$ cat config.mk
export PLATFORM = sky130hd
export DESIGN_NAME = fetch_unit
export DESIGN_NICKNAME = d
export VERILOG_FILES = /design/src/rtl/fetch_unit.sv
export SDC_FILE = /design/constraint.sdc
export NUM_CORES = 1
export LEC_CHECK = 0
export CAP_MARGIN = 40
export CORE_MARGIN = 8
export CORE_UTILIZATION = 38
export DETAILED_ROUTE_END_ITERATION = 7
export GPL_TIMING_DRIVEN = 0
export SYNTH_ARGS = -nofsm -noshare
export SYNTH_HDL_FRONTEND = slang
export SYNTH_SLANG_ARGS = --single-unit
$ cat constraint.sdc
create_clock -name clock -period 2.55 [get_ports clock]
set_input_delay 0.51 -clock clock [delete_from_list [all_inputs] [get_ports clock]]
set_output_delay 0.51 -clock clock [all_outputs]
set_load 0.02 [all_outputs]
$ cat src/rtl/fetch_unit.sv
// -----------------------------------------------------------------------------
// fetch_unit
//
// Instruction fetch and branch unit for the 8-bit processor. On a one-cycle
// ir_load request from the control unit it reads the opcode byte at pc into
// ir and advances pc. Flow-control opcodes also fetch a target byte and are
// resolved here, with a small hardware return stack serving CALL/RET. The
// control unit decodes only after ir_valid.
//
// Parameters
//   ADDR_W       program address width; pc wraps modulo 2^ADDR_W
//   STACK_DEPTH  number of return-stack entries
//
// Ports
//   clock        in   system clock, rising edge
//   reset        in   asynchronous, active-high
//   ir_load      in   fetch request, honoured only while idle
//   zero_flag    in   ALU zero flag, used to resolve JZ/JNZ
//   mem_rdata    in   program memory read data, valid with mem_ack
//   mem_ack      in   memory read complete, ignored while mem_req is low
//   mem_req      out  memory read request
//   mem_addr     out  read address (direct copy of pc)
//   ir           out  instruction register
//   ir_valid     out  one-cycle pulse: ir holds a completed instruction
//   pc           out  program counter
//   busy         out  high whenever a fetch is in progress
//   sp           out  number of occupied return-stack entries
//   stack_fault  out  one-cycle pulse: CALL on a full stack / RET on empty
// -----------------------------------------------------------------------------
module fetch_unit #(
  parameter int ADDR_W      = 8,
  parameter int STACK_DEPTH = 4
) (
  input  logic                             clock,
  input  logic                             reset,
  input  logic                             ir_load,
  input  logic                             zero_flag,
  input  logic [7:0]                       mem_rdata,
  input  logic                             mem_ack,
  output logic                             mem_req,
  output logic [ADDR_W-1:0]                mem_addr,
  output logic [7:0]                       ir,
  output logic                             ir_valid,
  output logic [ADDR_W-1:0]                pc,
  output logic                             busy,
  output logic [$clog2(STACK_DEPTH+1)-1:0] sp,
  output logic                             stack_fault
);

  localparam int SP_W = $clog2(STACK_DEPTH + 1);

  // FSM encoding
  localparam logic [2:0] ST_IDLE     = 3'd0;
  localparam logic [2:0] ST_OP_REQ   = 3'd1;
  localparam logic [2:0] ST_TGT_REQ  = 3'd2;
  localparam logic [2:0] ST_BR_EXEC  = 3'd3;
  localparam logic [2:0] ST_RET_EXEC = 3'd4;

  // Flow-control opcodes; every other byte is a plain opcode
  localparam logic [7:0] OP_JMP  = 8'h81;
  localparam logic [7:0] OP_CALL = 8'h82;
  localparam logic [7:0] OP_RET  = 8'h83;
  localparam logic [7:0] OP_GOTO = 8'h84;
  localparam logic [7:0] OP_JZ   = 8'h85;
  localparam logic [7:0] OP_JNZ  = 8'h87;

  localparam logic [ADDR_W-1:0] PC_ONE  = ADDR_W'(1);
  localparam logic [SP_W-1:0]   SP_ONE  = SP_W'(1);
  localparam logic [SP_W-1:0]   SP_ZERO = '0;
  localparam logic [SP_W-1:0]   SP_FULL = SP_W'(STACK_DEPTH);

  // Control state (asynchronously reset)
  logic [2:0]        state_q,       state_d;
  logic [ADDR_W-1:0] pc_q,          pc_d;
  logic [7:0]        ir_q,          ir_d;
  logic [SP_W-1:0]   sp_q,          sp_d;
  logic              mem_req_q,     mem_req_d;
  logic              ir_valid_q,    ir_valid_d;
  logic              busy_q,        busy_d;
  logic              stack_fault_q, stack_fault_d;

  // Datapath state (no reset: always written before it is read)
  logic [ADDR_W-1:0] tgt_q,   tgt_d;
  logic [ADDR_W-1:0] stack_q [STACK_DEPTH];
  logic [ADDR_W-1:0] stack_d [STACK_DEPTH];

  logic [ADDR_W-1:0] pc_inc;

  // Opcodes that carry a second (target) byte
  function automatic logic has_target(input logic [7:0] op);
    return (op == OP_JMP) || (op == OP_CALL) || (op == OP_GOTO) ||
           (op == OP_JZ)  || (op == OP_JNZ);
  endfunction

  // Map a memory byte onto an address: low ADDR_W bits, zero-extended when
  // the address is wider than a byte.
  function automatic logic [ADDR_W-1:0] byte_to_addr(input logic [7:0] b);
    logic [ADDR_W-1:0] a;
    a = '0;
    for (int i = 0; i < ADDR_W && i < 8; i++) begin
      a[i] = b[i];
    end
    return a;
  endfunction

  // Natural-width add gives the required modulo 2^ADDR_W wrap
  assign pc_inc = pc_q + PC_ONE;

  // ---------------------------------------------------------------------------
  // Next-state logic
  // ---------------------------------------------------------------------------
  always_comb begin
    state_d       = state_q;
    pc_d          = pc_q;
    ir_d          = ir_q;
    sp_d          = sp_q;
    tgt_d         = tgt_q;
    ir_valid_d    = 1'b0;
    stack_fault_d = 1'b0;
    for (int i = 0; i < STACK_DEPTH; i++) begin
      stack_d[i] = stack_q[i];
    end

    case (state_q)
      ST_IDLE: begin
        if (ir_load) begin
          state_d = ST_OP_REQ;
        end
      end

      ST_OP_REQ: begin
        if (mem_ack) begin
          ir_d = mem_rdata;
          pc_d = pc_inc;
          if (has_target(mem_rdata)) begin
            state_d = ST_TGT_REQ;
          end else if (mem_rdata == OP_RET) begin
            state_d = ST_RET_EXEC;
          end else begin
            state_d    = ST_IDLE;
            ir_valid_d = 1'b1;
          end
        end
      end

      ST_TGT_REQ: begin
        if (mem_ack) begin
          tgt_d   = byte_to_addr(mem_rdata);
          pc_d    = pc_inc;
          state_d = ST_BR_EXEC;
        end
      end

      ST_BR_EXEC: begin
        state_d    = ST_IDLE;
        ir_valid_d = 1'b1;
        case (ir_q)
          OP_JMP, OP_GOTO: pc_d = tgt_q;
          OP_JZ:           if (zero_flag)  pc_d = tgt_q;
          OP_JNZ:          if (!zero_flag) pc_d = tgt_q;
          OP_CALL: begin
            if (sp_q == SP_FULL) begin
              // Full stack: the call is dropped and execution falls through
              stack_fault_d = 1'b1;
            end else begin
              // Stack is a shift register with the top of stack in entry 0,
              // so pushes and pops never need a variable index.
              for (int i = STACK_DEPTH - 1; i > 0; i--) begin
                stack_d[i] = stack_q[i-1];
              end
              stack_d[0] = pc_q;
              sp_d       = sp_q + SP_ONE;
              pc_d       = tgt_q;
            end
          end
          default: ;
        endcase
      end

      ST_RET_EXEC: begin
        state_d    = ST_IDLE;
        ir_valid_d = 1'b1;
        if (sp_q == SP_ZERO) begin
          stack_fault_d = 1'b1;
        end else begin
          pc_d = stack_q[0];
          for (int i = 0; i < STACK_DEPTH - 1; i++) begin
            stack_d[i] = stack_q[i+1];
          end
          sp_d = sp_q - SP_ONE;
        end
      end

      default: begin
        state_d = ST_IDLE;
      end
    endcase

    // Registered outputs derived from the state being entered, so they line
    // up with the state itself rather than lagging it by a cycle.
    mem_req_d = (state_d == ST_OP_REQ) || (state_d == ST_TGT_REQ);
    busy_d    = (state_d != ST_IDLE);
  end

  // ---------------------------------------------------------------------------
  // Control registers
  // ---------------------------------------------------------------------------
  always_ff @(posedge clock or posedge reset) begin
    if (reset) begin
      state_q       <= ST_IDLE;
      pc_q          <= '0;
      ir_q          <= '0;
      sp_q          <= '0;
      mem_req_q     <= 1'b0;
      ir_valid_q    <= 1'b0;
      busy_q        <= 1'b0;
      stack_fault_q <= 1'b0;
    end else begin
      state_q       <= state_d;
      pc_q          <= pc_d;
      ir_q          <= ir_d;
      sp_q          <= sp_d;
      mem_req_q     <= mem_req_d;
      ir_valid_q    <= ir_valid_d;
      busy_q        <= busy_d;
      stack_fault_q <= stack_fault_d;
    end
  end

  // ---------------------------------------------------------------------------
  // Datapath registers
  // ---------------------------------------------------------------------------
  always_ff @(posedge clock) begin
    tgt_q <= tgt_d;
    for (int i = 0; i < STACK_DEPTH; i++) begin
      stack_q[i] <= stack_d[i];
    end
  end

  assign mem_req     = mem_req_q;
  assign mem_addr    = pc_q;
  assign ir          = ir_q;
  assign ir_valid    = ir_valid_q;
  assign pc          = pc_q;
  assign busy        = busy_q;
  assign sp          = sp_q;
  assign stack_fault = stack_fault_q;

endmodule
==> results.md <==
- The wire length of the first global-routing pass is 11600 um.
- Clock latency on the worst-skew pair, taken at its later pin, is 0.34 ns.
- At the worst endpoint, the arrival time is ~2.5 ns.
- The final layout contains 311 nets.
- Ranked by total cell area, the synthesized netlist is headed by sky130_fd_sc_hd__edfxtp_1, sky130_fd_sc_hd__dfrtp_1, sky130_fd_sc_hd__a22o_1.
- 44 I/O pins were placed.
- Yosys mapped a number of flops with a built-in enable equal to 40.
- The number of hold buffers added after CTS was 0.
- TritonCTS built the clock tree.
- The library cell used as clock root buffer is sky130_fd_sc_hd__clkbuf_8.
- The number of H-tree levels is 3.
- The post-layout minimum cycle time is between 2 and 2.5 ns.
- The setup skew after layout is between 0.01 and 0.015 ns.
- Among all cell types in the netlist, the one instantiated most often is sky130_fd_sc_hd__edfxtp_1.
- In the final layout, the share of cells above drive strength 1 is 0.223.
- The cell type of the slowest stage on the worst timing path is sky130_fd_sc_hd__nor3b_4.
- STA classifies the critical path startpoint as a flip-flop.
- The residual antenna-violating net count after detailed routing is 0.
- After legalization and detailed placement, the total HPWL measured 5090 um.
- Of the total power, combinational logic draws 0.280.
- The share of synthesized area in the top cell type comes to 0.383.
- The slack of the worst reg-to-reg path is 0.32 ns.
- The first detailed-routing pass ran for 4 iterations.
- The post-route fraction of the period consumed by the critical path is 0.876.
- Of the total power, registers draw 0.425.
- The transition at the pin with the smallest max-transition slack is 0.591 ns.
- Derived from the worst setup path, the maximum achievable clock frequency is about 450 MHz.
- The per-cell via count in the routed design is roughly 5.3.
- The startpoint identified for the worst register-to-register timing path is state_q[1].
- The count of filler cells inserted in the layout is approximately 730.
- During synthesis, Yosys emitted a total of 0 warnings.
- After detailed routing, the number of remaining DRC violations is 0.
- The part of the power in the clock network is 0.295.
- STA puts the critical path data required time at 2.80 ns.
- The endpoint identified for the worst register-to-register timing path is sp[2].
- The final count of negative-setup-slack endpoints is 0.
- The synthesized area per cell is 13.4 um2.
- Of the total power, the share spent switching nets is 0.305.
- In the global route stage, overall resource usage came out at 0.130.
- Summed over all layers, the global routing overflow is 0.
- For this block, the initial DRC count from the detailed router was 145.
- The synthesized netlist contains 54 unique library cells.
- The number of nets handed over by synthesis was 249.
- The total routed wirelength is just over 7000 um.
- Synthesis produced about 230 cells.
- The run finished with clean final reports.
- 0 antenna diodes ended up in the layout.
- The number of max-slew violations in the final report is 0.
- The die is about 110 um wide.
- The routability congestion estimate from global placement is 0.769.
- The largest fanout of any net on the critical path is 10.
- The cell row count is 33.
- The classification of the worst-slack hold path is in -> async.
- For this design the ratio of total power to cell area is roughly 800 mW/mm2.
- By count the netlist is led by sky130_fd_sc_hd__edfxtp_1, sky130_fd_sc_hd__dfrtp_1, sky130_fd_sc_hd__a22o_1.
- The tool flagged a number of max-cap violations equal to 0.
- Counting flops with an async set or reset pin after synthesis yields a share of 0.394.
- The total die area is 0.0114 mm2.
- The total negative slack is 0 ns.
- Hold is met by 0.428 ns.
- The via count of the first global-routing pass was ~2200.
- The clock-pin slew on the worst setup and hold paths is 0.07 ns.
- The most prevalent standard cell on the critical path is sky130_fd_sc_hd__a311oi_1.
- The area growth from synthesis to layout is 27.8%.
- Entering global routing, the biggest net connects 21 pins.
- The sort of element at the end of the critical path is a flip-flop.
- The initial cell density of the core is 0.387.
- The vertical extent of the die is 107 um.
- The final count of hold timing violations came to 0.
- Setup repair after global routing left no endpoint under its margin.
- sky130_fd_sc_hd__edfxtp_1 takes more of the synthesized area than any other cell.
- The maximum vdd ir drop is 0.610 mV.
- The register bit count reported by yosys is 66.
- The initial antenna violation count was 0.
- The path depth of the worst reg2reg path is 7.
- In this run the standard cell core region covers 0.00809 mm2.
- Summed over all cells, the static leakage comes to 1.46 nW.
- The detailed-route wire length per cell is 17.4 um.
- The count of vias placed by the detailed router is 2133.
- The clock net sink count is 66.
- In this design, the stage delay of the slowest critical-path cell is 0.52 ns.
- The critical path goes through buf_2 > nor3b_4 > inv_4 > fa_1 > nor2_1 > a311oi_1 > a311oi_1.
- The most used flip-flop cell after synthesis is sky130_fd_sc_hd__edfxtp_1.
- The count of input and output buffers is 43.
- The netlist area before placement is 0.00313 mm2.
- The maximum root-to-sink buffer count is 2.
- The sequential area share after synthesis is 0.591.
- The final setup slack of the worst path is 0.316 ns.
- At the placement stage, the worst setup path has a slack of ~0.12 ns.
- Clock tree synthesis inserted a total of 9 buffers.
- The internal power of the cells totals 0.00228 W.
- The startpoint-to-endpoint class of the critical path is reg -> reg.
- The net switching power is 0.00100 W.
- The worst pin sits at a relative slew slack of 0.606.
[worst max-delay path by stage]
stage / end / slack, ns / start / cells after the start
2_1_floorplan: stack_q[0][0] / 0.26 / ir[4] / 3
3_3_place_gp: stack_q[2][6] / -0.20 / ir[4] / 3
3_5_place_dp: stack_q[1][6] / 0.12 / ir[4] / 4
4_1_cts: stack_q[0][6] / 0.11 / ir[4] / 4
5_1_grt: sp[2] / 0.18 / state_q[2] / 6
6_report: sp[2] / 0.32 / state_q[1] / 7
[logic make-up (layout without fill, tap and decap cells)]
kind of cell | count (synthesis) | in the layout | share of synthesized area
simple gates | 49 | 49 | 0.0994
buf+inv | 26 | 93 | 0.0499
mux | 12 | 12 | 0.0491
xor+xnor | 7 | 7 | 0.0196
flops | 66 | 66 | 0.591
compound gates | 71 | 71 | 0.177
fa+ha+maj | 3 | 3 | 0.0140
[registers in the layout (all words and copies together), names as in the netlist]
name and count:
stack_fault 1, busy 1, state_q 3, stack_q 32, ir 8, mem_addr 8, ir_valid 1, tgt_q 8
sp 3, mem_req 1
[power by group through the flow]
| stage | clock [W] | combinational, W | sequential [W] |
|---|---|---|---|
| floorplan | 0 | 0.000451 | 0.00148 |
| global placement | 0 | 0.000920 | 0.00142 |
| detailed placement | 0 | 0.000930 | 0.00142 |
| CTS | 0.000998 | 0.000934 | 0.00140 |
| global route | 0.00103 | 0.000997 | 0.00142 |
| finish | 0.000969 | 0.000921 | 0.00140 |
[final cells by class]
| type | instances | area (um2) | area share |
|---|---|---|---|
| clock inverters | 7 | 93.8 | 0.0234 |
| plain buffers | 18 | 124 | 0.0309 |
| repair buffers | 51 | 518 | 0.129 |
| inverters | 8 | 32.5 | 0.00812 |
| well taps | 105 | 131 | 0.0328 |
| clock buffers | 9 | 124 | 0.0309 |
| multi-input cells | 142 | 1130 | 0.282 |
| flip-flops and latches | 66 | 1850 | 0.462 |
[through the flow]
step | power [W] | utilization | cells | area, um2
floorplan | 0.00193 | - | 234 | 3140
CTS | 0.00333 | 0.490 | 401 | 3970
finish | 0.00329 | 0.495 | 406 | 4010
detailed placement | 0.00235 | 0.464 | 385 | 3750
global route | 0.00345 | 0.495 | 406 | 4010
global placement | 0.00234 | 0.457 | 382 | 3700
[repair_timing]
action / 4_1_cts / 5_1_grt
setup endpoints to repair: 0 / 14
resized for setup: 0 / 0
setup buffers: 0 / 5
[layer usage]
| layer | share of wire | vias to the layer above | GRT usage |
|---|---|---|---|
| met5 | 0 | - | 0 |
| met4 | 0.016 | 0 | 0.0513 |
| met3 | 0.058 | 10 | 0.0498 |
| met2 | 0.47 | 52 | 0.205 |
| met1 | 0.46 | 1047 | 0.157 |
| li1 | - | 1024 | - |
[critical path: cells and delay by family (launching register included)]
family | cells | cell delay, ns
buffers and inverters | 2 | 0.33
DFF | 1 | 0.35
adders and majority gates | 1 | 0.46
AOI/OAI and AO/OA | 2 | 0.31
and+or+nand+nor | 2 | 0.69
[cells in the final DEF, fill, tap and decap left out, types with 4 or more instances in the layout]
cell type                         netlist  routed
sky130_fd_sc_hd__inv_1                  7       7
sky130_fd_sc_hd__clkbuf_8               0       9
sky130_fd_sc_hd__xor2_1                 4       4
sky130_fd_sc_hd__mux2_2                 7       7
sky130_fd_sc_hd__o21ai_0               12      12
sky130_fd_sc_hd__a22oi_1                6       5
sky130_fd_sc_hd__a22o_1                24      24
sky130_fd_sc_hd__a21oi_1                8       8
sky130_fd_sc_hd__nor2_1                 9       9
sky130_fd_sc_hd__mux2_4                 5       5
sky130_fd_sc_hd__buf_4                  9      15
sky130_fd_sc_hd__nand2_1                6       6
sky130_fd_sc_hd__clkdlybuf4s50_1        0      43
sky130_fd_sc_hd__buf_2                  6       6
sky130_fd_sc_hd__nand3_1                6       6
sky130_fd_sc_hd__nor3_1                 4       4
sky130_fd_sc_hd__edfxtp_1              40      40
sky130_fd_sc_hd__dfrtp_1               26      26
No activity file was read; power rests on OpenSTA's default activity.
